`config.mk`:
```
export PLATFORM = sky130hd
export DESIGN_NAME = grb_frame_sequencer
export DESIGN_NICKNAME = d
export VERILOG_FILES = /design/src/rtl/grb_frame_sequencer.sv
export SDC_FILE = /design/constraint.sdc
export NUM_CORES = 1
export LEC_CHECK = 0
export ABC_AREA = 0
export BUFFER_PORTS_ARGS = -buffer_cell sky130_fd_sc_hd__buf_4
export CAP_MARGIN = 10
export CORE_MARGIN = 2
export CORE_UTILIZATION = 35
export DETAILED_ROUTE_END_ITERATION = 8
export HOLD_SLACK_MARGIN = 0.12
export PLACE_DENSITY_LB_ADDON = 0.08
export SYNTH_ARGS = -nofsm -noshare
export SYNTH_HDL_FRONTEND = slang
export SYNTH_SLANG_ARGS = --single-unit
```
`constraint.sdc`:
```
create_clock -name clk -period 5.4 [get_ports clk]
set_input_delay 0.27 -clock clk [delete_from_list [all_inputs] [get_ports clk]]
set_output_delay 0.27 -clock clk [all_outputs]
set_load 0.01 [all_outputs]
```
`src/rtl/grb_frame_sequencer.sv`:
```
// grb_frame_sequencer: fetches one 24-bit {G,R,B} word per LED over a
// req/ack handshake and serialises it MSB first as WS2812 pulse-width bits,
// then holds the line low for the latch period and pulses done.
module grb_frame_sequencer #(
  parameter int NUM_LEDS     = 10,
  parameter int CLK_PER_BIT  = 63,
  parameter int T0H          = 20,
  parameter int T1H          = 40,
  parameter int LATCH_CYCLES = 2500
) (
  input  logic        clk,
  input  logic        reset,
  input  logic        start,
  input  logic        abort,
  output logic        pix_req,
  input  logic        pix_ack,
  input  logic [23:0] pix_data,
  output logic [3:0]  led_idx,
  output logic [7:0]  bits_sent,
  output logic        dout,
  output logic        busy,
  output logic        done
);

  localparam int CW = $clog2(CLK_PER_BIT + 1);
  localparam int LW = $clog2(LATCH_CYCLES + 1);

  localparam logic [CW-1:0] CYC_LAST = CW'(CLK_PER_BIT - 1);
  localparam logic [CW-1:0] HI0      = CW'(T0H);
  localparam logic [CW-1:0] HI1      = CW'(T1H);
  localparam logic [LW-1:0] LAT_LAST = LW'(LATCH_CYCLES - 1);
  localparam logic [3:0]    LED_LAST = 4'(NUM_LEDS - 1);

  typedef enum logic [1:0] {IDLE, FETCH, SEND, LATCH} state_t;

  state_t        state;
  logic [23:0]   shreg;
  logic [4:0]    bit_cnt;
  logic [CW-1:0] cyc;
  logic [LW-1:0] lat_cnt;

  logic [CW-1:0] cyc_nxt;
  logic          hi_nxt;

  // Level of the line for the next cycle inside the current bit period.
  always_comb begin
    cyc_nxt = cyc + 1'b1;
    hi_nxt  = cyc_nxt < (shreg[23] ? HI1 : HI0);
  end

  // Frame sequencer; every output is a register so dout is glitch-free.
  always_ff @(posedge clk or negedge reset) begin
    if (!reset) begin
      state     <= IDLE;
      pix_req   <= 1'b0;
      led_idx   <= '0;
      bits_sent <= '0;
      dout      <= 1'b0;
      busy      <= 1'b0;
      done      <= 1'b0;
      shreg     <= '0;
      bit_cnt   <= '0;
      cyc       <= '0;
      lat_cnt   <= '0;
    end else begin
      done <= 1'b0;
      unique case (state)
        IDLE: begin
          if (start) begin
            state     <= FETCH;
            pix_req   <= 1'b1;
            busy      <= 1'b1;
            led_idx   <= '0;
            bits_sent <= '0;
          end
        end
        FETCH: begin
          if (abort) begin
            state   <= LATCH;
            pix_req <= 1'b0;
            dout    <= 1'b0;
            lat_cnt <= '0;
            done    <= (LAT_LAST == '0);
          end else if (pix_ack) begin
            state   <= SEND;
            pix_req <= 1'b0;
            shreg   <= pix_data;
            bit_cnt <= '0;
            cyc     <= '0;
            dout    <= 1'b1;
          end
        end
        SEND: begin
          // Abort takes priority even on a bit's last cycle, so the
          // interrupted bit is never counted.
          if (abort) begin
            state   <= LATCH;
            dout    <= 1'b0;
            lat_cnt <= '0;
            done    <= (LAT_LAST == '0);
          end else if (cyc == CYC_LAST) begin
            bits_sent <= bits_sent + 1'b1;
            cyc       <= '0;
            if (bit_cnt == 5'd23) begin
              dout <= 1'b0;
              if (led_idx == LED_LAST) begin
                state   <= LATCH;
                lat_cnt <= '0;
                done    <= (LAT_LAST == '0);
              end else begin
                state   <= FETCH;
                led_idx <= led_idx + 1'b1;
                pix_req <= 1'b1;
              end
            end else begin
              bit_cnt <= bit_cnt + 1'b1;
              shreg   <= {shreg[22:0], 1'b0};
              dout    <= 1'b1;
            end
          end else begin
            cyc  <= cyc_nxt;
            dout <= hi_nxt;
          end
        end
        LATCH: begin
          if (lat_cnt == LAT_LAST) begin
            state <= IDLE;
            busy  <= 1'b0;
          end else begin
            lat_cnt <= lat_cnt + 1'b1;
            done    <= ((lat_cnt + 1'b1) == LAT_LAST);
          end
        end
        default: state <= IDLE;
      endcase
    end
  end

endmodule

```
==> run metrics, run 1 <==
Antenna Nets Post-Route=0; status=completed; grt ovf=0; Post-Synth Simple-Gate Area=0.2242; critical path depth=6; mux contribution to synthesized area=0.06436; Worst-Margin Slew=1116 ps; # nets final=466; Net Sw Power=602.5 µW; top-area cell type share of the netlist area=0.4547; clk buf depth=2; Switching Share=0.3624; antenna violations before repair=0; Synth Area in Compound Gates=0.1536; reg2reg path depth=6; Yosys cell types=48; internal power=1060 µW; core area=0.009864 mm²; synthesis-stage register bit count=65; Vias=2,849; Cell Rows=36; largest area contributor in the netlist=dfrtp_1; initial core utilization=0.3626; # setup viols final=0; WL/cell=13.47 µm; Die Span Y=105.1 µm; Layout Skew=9.760 ps; Max Cap Viol=0; Flop pwr share=0.425; Reg clk slew, reported paths=70 ps; total power=1663 µW; worst path cell trace=ha_1 -> or4b_1 -> or4_4 -> o311ai_2 -> o21ai_1 -> o41ai_1; leakage=0.001894 µW; most common cell after layout, fill and taps aside=dfrtp_1; WL final=7586 µm; mean post-synth cell area=9.220 µm²; Clk pwr share=0.250; Final Cycle Share=0.4486; commonest non-fill, non-tap cells in the layout=dfrtp_1, nand2_1, buf_4, o21ai_1, nor2_1; asr flop ratio synth=1.000; area grow syn2layout=17.73%; Cell Pwr Density=394.8 mW/mm²; xor/xnor share of the synthesized area=0.03428; setup_tns=0 ps; Mapped Cells=388; Worst-Skew Late Latency=340 ps; Worst Hold Path EP=shreg[0]$_DFFE_PN0P_; endpoint type of the worst setup path=flop; top_reg_cell synth=dfrtp_1; Design Area, Final=0.004212 mm²; total number of yosys warnings=0; Die X=105.1 µm; Worst slew margin=0.2543; Reg2Reg Capture Point=lat_cnt[6]$_DFFE_PN0P_; CP Max Fanout=12; cts bufs inserted=9; crit path launch type=flop; placed cell areas=0.004006 mm²; pin count of the biggest net entering global routing=66; Req. time, crit path=5640 ps; Final Hold Viols=0; full die area=0.01105 mm²; hpwl dp=5227 µm; via count of the first global-routing pass=2,769; CP bufs+invs=0; clk root buf=clkbuf_8; Sink Count=65; CTS tree=built; CP Class=flop to flop; worst-path cell with the longest stage delay=or4_4; global-route wire length before repair=13,340 µm; CP peak stage delay=540 ps; Worst R2R Start=lat_cnt[0]$_DFFE_PN0P_; CP startpoint=lat_cnt[0]$_DFFE_PN0P_; flop2flop setup slack=2980 ps; Final min period=2422 ps; fmax=412.8 MHz; RSZ-0062 raised after global routing=no; H-tree levels=3; I/O Buffers=44; main combinational cell family by area after synthesis=simple AND/OR/NAND/NOR gates; worst hold path type=input pin to flop; GRT Total Usage=0.1492; WHS Path Cells=3; vias per cell=5.060; postcts setup bufs=0; DRC Markers=0; Detailed Route Iter0 Violations=123; ant diodes=0; Max VDD drop=0.1764 mV; count of pins over their slew limit=0; cell area after synthesis=0.003577 mm²; layout cell share with drive strength beyond 1=0.1535; ranking of synthesized cells by area=dfrtp_1, mux2i_1, nand2_1, o21ai_1, ha_1; drt first pass iters=4; IO Count=45; register area share after synthesis=0.4547; worst hold start=pix_data[0]; CP Data Arrival Time=2660 ps; Comb power frac=0.325; Top Family by Delay on Critical Path=simple AND/OR/NAND/NOR gates; GPL Wtd Cong=0.7651; Post-synth EDFFs=0; Post-Synth Adder-Cell Area=0.03847; Mapped Nets=428
metal layers:
layer	wire, µm	GRT usage
met2	3190	0.2199
met5	0	0
met3	321	0.04180
met4	121	0.05238
met1	3953	0.2091
power groups by stage:
stage	sequential, µW	clock (µW)	combinational, µW
6_report	707	416	540
5_1_grt	726	457	623
4_1_cts	707	430	551
3_5_place_dp	716	0	550
3_3_place_gp	711	0	542
2_1_floorplan	670	0	455
how the worst max path moves through the flow:
| stage | to | slack, ps |
|---|---|---|
| 2_1_floorplan | lat_cnt[6]$_DFFE_PN0P_ | 3200 |
| 3_3_place_gp | bits_sent[6]$_DFFE_PN0P_ | 3000 |
| 3_5_place_dp | lat_cnt[6]$_DFFE_PN0P_ | 2980 |
| 4_1_cts | lat_cnt[6]$_DFFE_PN0P_ | 2970 |
| 5_1_grt | bits_sent[4]$_DFFE_PN0P_ | 2690 |
| 6_report | lat_cnt[6]$_DFFE_PN0P_ | 2980 |
sequential cells by signal (all words and copies together), names as in the netlist:
name,count
bit_cnt,5
bits_sent,8
busy,1
cyc,6
done,1
dout,1
lat_cnt,12
led_idx,4
pix_req,1
shreg,24
state,2
cells in the mapped netlist, types with 5 or more instances:
library cell,n
xor2_1,10
dfrtp_1,65
inv_1,6
nand3_1,13
a21oi_1,9
mux2i_1,23
clkbuf_1,11
nand2_1,57
ha_1,11
nor3_1,9
a21o_1,5
o21ai_0,16
o21ai_1,41
and3_1,8
nand2b_1,12
nor2_1,25
nand4_1,8
tightest hold or removal path, stage by stage:
cell and delay, ps:
buf_4 110, nand2_1 50, o21ai_1 50
metrics by stage:
stage | hold WS [ps] | setup slack, ps | util | instances
3_5_place_dp | 435.3 | 2978 | 0.4061 | 547
4_1_cts | 148.9 | 2966 | 0.4269 | 563
5_1_grt | 150.0 | 2688 | 0.4269 | 563
3_3_place_gp | 442.3 | 3002 | 0.4061 | 547
2_1_floorplan | -25.59 | 3204 | - | 388
6_report | 169.8 | 2978 | 0.4269 | 563
logic make-up (layout without fill, tap and decap cells):
kind of cell,Yosys count,in the layout
simple gates,158,158
compound gates,93,93
flops,65,65
buf+inv,24,66
mux,23,23
xor+xnor,14,14
fa+ha+maj,11,11
timing repair:
action	in CTS	in global routing
gates resized for setup	0	0
hold buffers	1	0
endpoints found under the setup margin	0	0
hold endpoints to repair	65	0
final cells by class:
cell class | instances | area [µm²]
clock inverters | 3 | 40.04
well taps | 133 | 166.4
fillers | 974 | 5653
repair buffers | 45 | 340.3
inverters | 6 | 22.52
flip-flops and latches | 65 | 1627
clock buffers | 12 | 155.1
multi-input cells | 299 | 1861
(Power assumes the default switching activity.)
==> run 2, diff against run 1 <==
==> constraint.sdc (replaced) <==
create_clock -name clk -period 2.05 [get_ports clk]
set_input_delay 0.1025 -clock clk [delete_from_list [all_inputs] [get_ports clk]]
set_output_delay 0.1025 -clock clk [all_outputs]
set_load 0.01 [all_outputs]
==> run metrics, run 2 (synthesized netlist as in run 1, its figures left out) <==
status=completed (unchanged); placed cell areas=0.004308 mm² (was 0.004006 mm²); Clk pwr share=0.241 (was 0.250); area grow syn2layout=34.66% (was 17.73%); core area=0.009864 mm² (unchanged); Max VDD drop=0.4482 mV (was 0.1764 mV); H-tree levels=3 (unchanged); Net Sw Power=1767 µW (was 602.5 µW); Worst slew margin=0.6588 (was 0.2543); IO Count=45 (unchanged); Final Hold Viols=0 (unchanged); WL final=8668 µm (was 7586 µm); Die Span Y=105.1 µm (unchanged); vias per cell=5.021 (was 5.060); full die area=0.01105 mm² (unchanged); CP Class=flop to flop (unchanged); setup_tns=0 ps (unchanged); via count of the first global-routing pass=3,075 (was 2,769); initial core utilization=0.3626 (unchanged); endpoint type of the worst setup path=flop (unchanged); Cell Rows=36 (unchanged); drt first pass iters=4 (unchanged); Layout Skew=10.69 ps (was 9.760 ps); Largest register FFs=24 (unchanged); CP peak stage delay=550 ps (was 540 ps); antenna violations before repair=0 (unchanged); Req. time, crit path=2330 ps (was 5640 ps); fmax=500.5 MHz (was 412.8 MHz); clk root buf=clkbuf_8 (unchanged); Flop pwr share=0.372 (was 0.425); Final min period=1998 ps (was 2422 ps); Cell Pwr Density=1012 mW/mm² (was 394.8 mW/mm²); global-route wire length before repair=14,990 µm (was 13,340 µm); GRT Total Usage=0.1663 (was 0.1492); cts bufs inserted=9 (unchanged); CP Max Fanout=6 (was 12); Design Area, Final=0.004817 mm² (was 0.004212 mm²); I/O Buffers=44 (unchanged); commonest non-fill, non-tap cells in the layout=buf_4, dfrtp_1, nand2_1, o21ai_1, dlygate4sd3_1 (was dfrtp_1, nand2_1, buf_4, o21ai_1, nor2_1); crit path launch type=flop (unchanged); Sink Count=65 (unchanged); # nets final=526 (was 466); Vias=3,133 (was 2,849); clk buf depth=2 (unchanged); worst-path cell with the longest stage delay=or4_4 (unchanged); RSZ-0062 raised after global routing=yes (was no); Worst-Margin Slew=511.7 ps (was 1116 ps); worst path cell trace=ha_4 -> or4b_4 -> or4_4 -> o311ai_4 -> a21o_1 -> a22o_1 (was ha_1 -> or4b_1 -> or4_4 -> o311ai_2 -> o21ai_1 -> o41ai_1); grt ovf=0 (unchanged); Biggest register=shreg (unchanged); hpwl dp=5896 µm (was 5227 µm); leakage=0.002178 µW (was 0.001894 µW); Final Non-Filler Cells=624 (was 563); count of pins over their slew limit=0 (unchanged); Max Cap Viol=0 (unchanged); pin count of the biggest net entering global routing=50 (was 66); most common cell after layout, fill and taps aside=buf_4 (was dfrtp_1); Reg clk slew, reported paths=80 ps (was 70 ps); Comb power frac=0.387 (was 0.325); Worst-Skew Late Latency=340 ps (about the same); DRC Markers=0 (unchanged); Final Cycle Share=0.9746 (was 0.4486); CP Data Arrival Time=2280 ps (was 2660 ps); total power=4876 µW (was 1663 µW); Layout fillers=942 (was 974); # setup viols final=0 (unchanged); Largest regs=shreg (24), lat_cnt (12), bits_sent (8) (unchanged); worst hold path type=input pin to flop (unchanged); GPL Wtd Cong=0.8406 (was 0.7651); ant diodes=0 (unchanged); Detailed Route Iter0 Violations=126 (was 123); internal power=3109 µW (was 1060 µW); WL/cell=13.89 µm (was 13.47 µm); layout cell share with drive strength beyond 1=0.2220 (was 0.1535); dpl cells=581 (was 547); Die X=105.1 µm (unchanged); Antenna Nets Post-Route=0 (unchanged); Switching Share=0.3624 (about the same); CTS tree=built (unchanged)
## run 2: what timing repair did
item / CTS / global route
gates resized for setup: 0 / 3
setup buffers: 0 / 0
endpoints found under the setup margin: 1 / 6
hold buffers: 26 / 0
cloned: 1 / 0
hold endpoints to repair: 61 / 0
## run 2: layout make-up
| class | instances | area, µm² | share of cell area |
|---|---|---|---|
| multi-input cells | 300 | 1913 | 0.3971 |
| flip-flops and latches | 65 | 1629 | 0.3382 |
| well taps | 133 | 166.4 | 0.03455 |
| clock inverters | 4 | 50.05 | 0.01039 |
| clock buffers | 12 | 165.2 | 0.03429 |
| inverters | 6 | 22.52 | 0.004675 |
| repair buffers | 104 | 870.8 | 0.1808 |
## run 2: layer usage
layer	GRT usage	share of wire	routed length, µm
met5	0	0	0
met1	0.2331	0.50	4302
met3	0.03618	0.040	345
met2	0.2560	0.45	3887
met4	0.05143	0.015	133
## run 2: critical path, delay by kind of cell, from the launching register on
family | cells | cell delay, ps
flip-flops | 1 | 390
AND/OR/NAND/NOR | 2 | 1010
AO/OA/AOI/OAI | 3 | 420
adder cells (fa/ha/maj) | 1 | 130
## run 2: through the flow
step / hold slack, ps / util / worst slack, ps
2_1_floorplan: -193.1 / - / 22.85
3_3_place_gp: 106.7 / 0.4367 / 74.68
3_5_place_dp: 111.8 / 0.4367 / 2.614
4_1_cts: 158.9 / 0.4866 / 48.08
5_1_grt: 201.2 / 0.4883 / -3.163
6_report: 182.0 / 0.4883 / 51.99
## run 2: final timing paths
check	startpoint	end	slack (ps)	depth (start not counted)
worst max-delay path	lat_cnt[1]$_DFFE_PN0P_	lat_cnt[11]$_DFFE_PN0P_	50	6
min in group asynchronous	reset	lat_cnt[6]$_DFFE_PN0P_	270	2
worst min register to register	shreg[17]$_DFFE_PN0P_	shreg[17]$_DFFE_PN0P_	490	2
max in group asynchronous	reset	cyc[2]$_DFFE_PN0P_	1150	3
worst min-delay path	abort	state[0]$_DFFE_PN0P_	180	2
worst max register to register	lat_cnt[1]$_DFFE_PN0P_	lat_cnt[11]$_DFFE_PN0P_	50	6
## run 2: power by group through the flow
stage	Combinational [µW]	Clock, µW	Sequential (µW)
floorplan	1220	0	1780
global route	2120	1280	1860
finish	1890	1170	1810
global placement	1780	0	1820
detailed placement	1810	0	1830
CTS	1890	1220	1810
==> run 3, diff against run 2 <==
--- a/config.mk
+++ b/config.mk
@@ -8,6 +8,8 @@
 export ABC_AREA = 0
 export BUFFER_PORTS_ARGS = -buffer_cell sky130_fd_sc_hd__buf_4
 export CAP_MARGIN = 10
+export CELL_PAD_IN_SITES_DETAIL_PLACEMENT = 1
+export CELL_PAD_IN_SITES_GLOBAL_PLACEMENT = 1
 export CORE_MARGIN = 2
 export CORE_UTILIZATION = 35
 export DETAILED_ROUTE_END_ITERATION = 8
==> run metrics, run 3 (synthesized netlist as in run 1, its figures left out) <==
H-tree levels=3 (unchanged); DRC Markers=0 (unchanged); Biggest register=shreg (unchanged); crit path launch type=flop (unchanged); Max VDD drop=0.4492 mV (was 0.4482 mV); CP Data Arrival Time=2300 ps (was 2280 ps); commonest non-fill, non-tap cells in the layout=buf_4, dfrtp_1, nand2_1, o21ai_1, dlygate4sd3_1 (unchanged); vias per cell=5.228 (was 5.021); cts bufs inserted=9 (unchanged); flop2flop setup slack=50 ps (about the same); Die Span Y=105.1 µm (unchanged); Worst-Skew Late Latency=360 ps (was 340 ps); # setup viols final=0 (unchanged); pin count of the biggest net entering global routing=35 (was 50); Cell Pwr Density=1027 mW/mm² (was 1012 mW/mm²); Final min period=1997 ps (was 1998 ps); Reg clk slew, reported paths=70 ps (was 80 ps); Cell Rows=36 (unchanged); worst hold path type=input pin to flop (unchanged); CTS tree=built (unchanged); CP Class=flop to flop (unchanged); Vias=3,262 (was 3,133); fmax=500.8 MHz (was 500.5 MHz); status=completed (unchanged); clk buf depth=2 (unchanged); core area=0.009864 mm² (unchanged); WHS Path Cells=3 (was 2); layout cell share with drive strength beyond 1=0.2200 (was 0.2220); worst hold slack=227.3 ps (was 182.0 ps); initial core utilization=0.3626 (unchanged); GRT Total Usage=0.1957 (was 0.1663); Place WS=32.72 ps (was 2.614 ps); GPL Wtd Cong=0.7923 (was 0.8406); Final Cycle Share=0.9741 (was 0.9746); antenna violations before repair=0 (unchanged); WL/cell=16.32 µm (was 13.89 µm); CP Max Fanout=6 (unchanged); PnR worst setup slack=53.15 ps (was 51.99 ps); Worst slew margin=0.6610 (was 0.6588); endpoint type of the worst setup path=flop (unchanged); Req. time, crit path=2350 ps (was 2330 ps); Reg2Reg Capture Point=lat_cnt[11]$_DFFE_PN0P_ (unchanged); Antenna Nets Post-Route=0 (unchanged); Worst R2R Start=lat_cnt[1]$_DFFE_PN0P_ (unchanged); # nets final=526 (unchanged); Layout Skew=8.475 ps (was 10.69 ps); Die X=105.1 µm (unchanged); Worst-Margin Slew=505.1 ps (was 511.7 ps); hpwl dp=6739 µm (was 5896 µm); reg2reg path depth=6 (unchanged); clk root buf=clkbuf_8 (unchanged); count of pins over their slew limit=0 (unchanged); RSZ-0062 raised after global routing=yes (unchanged); Sink Count=65 (unchanged); full die area=0.01105 mm² (unchanged); Max Cap Viol=0 (unchanged); drt first pass iters=4 (unchanged); ant diodes=0 (unchanged); I/O Buffers=44 (unchanged); Largest regs=shreg (24), lat_cnt (12), bits_sent (8) (unchanged); Largest register FFs=24 (unchanged); Final Hold Viols=0 (unchanged); most common cell after layout, fill and taps aside=buf_4 (unchanged); leakage=0.002182 µW (was 0.002178 µW); Detailed Route Iter0 Violations=113 (was 126); global-route wire length before repair=17,330 µm (was 14,990 µm); WL final=10,190 µm (was 8668 µm); worst hold start=start (was abort); Worst Hold Path EP=busy$_DFFE_PN0P_ (was state[0]$_DFFE_PN0P_); area grow syn2layout=35.40% (was 34.66%); grt ovf=0 (unchanged); via count of the first global-routing pass=3,449 (was 3,075); IO Count=45 (unchanged)
-- run 3: layer usage --
layer  wire length [µm]  vias up  track usage
li1                   -     1587            -
met3                315       14      0.04554
met5                  0        -            0
met2               4786       46       0.3159
met1               4946     1615       0.2642
met4                137        0      0.05048
-- run 3: worst max-delay path by stage --
stage,from,to,slack (ps),cells past startpoint
floorplan,lat_cnt[1]$_DFFE_PN0P_,lat_cnt[6]$_DFFE_PN0P_,20,7
global placement,lat_cnt[1]$_DFFE_PN0P_,lat_cnt[6]$_DFFE_PN0P_,70,6
detailed placement,bit_cnt[0]$_DFFE_PN0P_,lat_cnt[11]$_DFFE_PN0P_,30,7
CTS,lat_cnt[1]$_DFFE_PN0P_,lat_cnt[6]$_DFFE_PN0P_,30,6
global route,cyc[0]$_DFFE_PN0P_,bit_cnt[3]$_DFFE_PN0P_,-20,8
finish,lat_cnt[1]$_DFFE_PN0P_,lat_cnt[11]$_DFFE_PN0P_,50,6
-- run 3: area by class of cell --
cell class	instances	area [µm²]
fill	1122	5021
multi-input combinational	300	1932
sequential	65	1629
timing repair buffer	104	873.3
tap	133	166.4
clock buffer	10	127.6
clock inverter	6	92.59
inverter	6	22.52
-- run 3: stage by stage --
stage          std cells  instance area, µm²  TNS, ps  utilization  total power [µW]
2_1_floorplan        388                3606        0            -              2998
3_3_place_gp         578                4293        0       0.4352              3570
3_5_place_dp         578                4293        0       0.4352              3638
4_1_cts              621                4783        0       0.4849              4946
5_1_grt              624                4843   -58.40       0.4910              5353
6_report             624                4843        0       0.4910              4976
-- run 3: power breakdown --
group          total (µW)  internal, µW  switching (µW)  leakage, µW
logic                1920           844            1070      0.00122
registers            1820          1580             238     0.000855
clock network        1240           689             549     0.000103
total                4980          3120            1860      0.00218
-- run 3: critical path: stages, from the launching register on --
cell      delay, ps
dfrtp_2         390
ha_4            130
or4b_4          460
or4_4           550
o311ai_4        150
a21o_1          140
a22o_1          130
-- run 3: what timing repair did --
item	4_1_cts	5_1_grt
hold buffers	27	0
resized for setup	0	5
buffers inserted	0	2
setup endpoints to repair	0	28
endpoints found under the hold margin	90	0
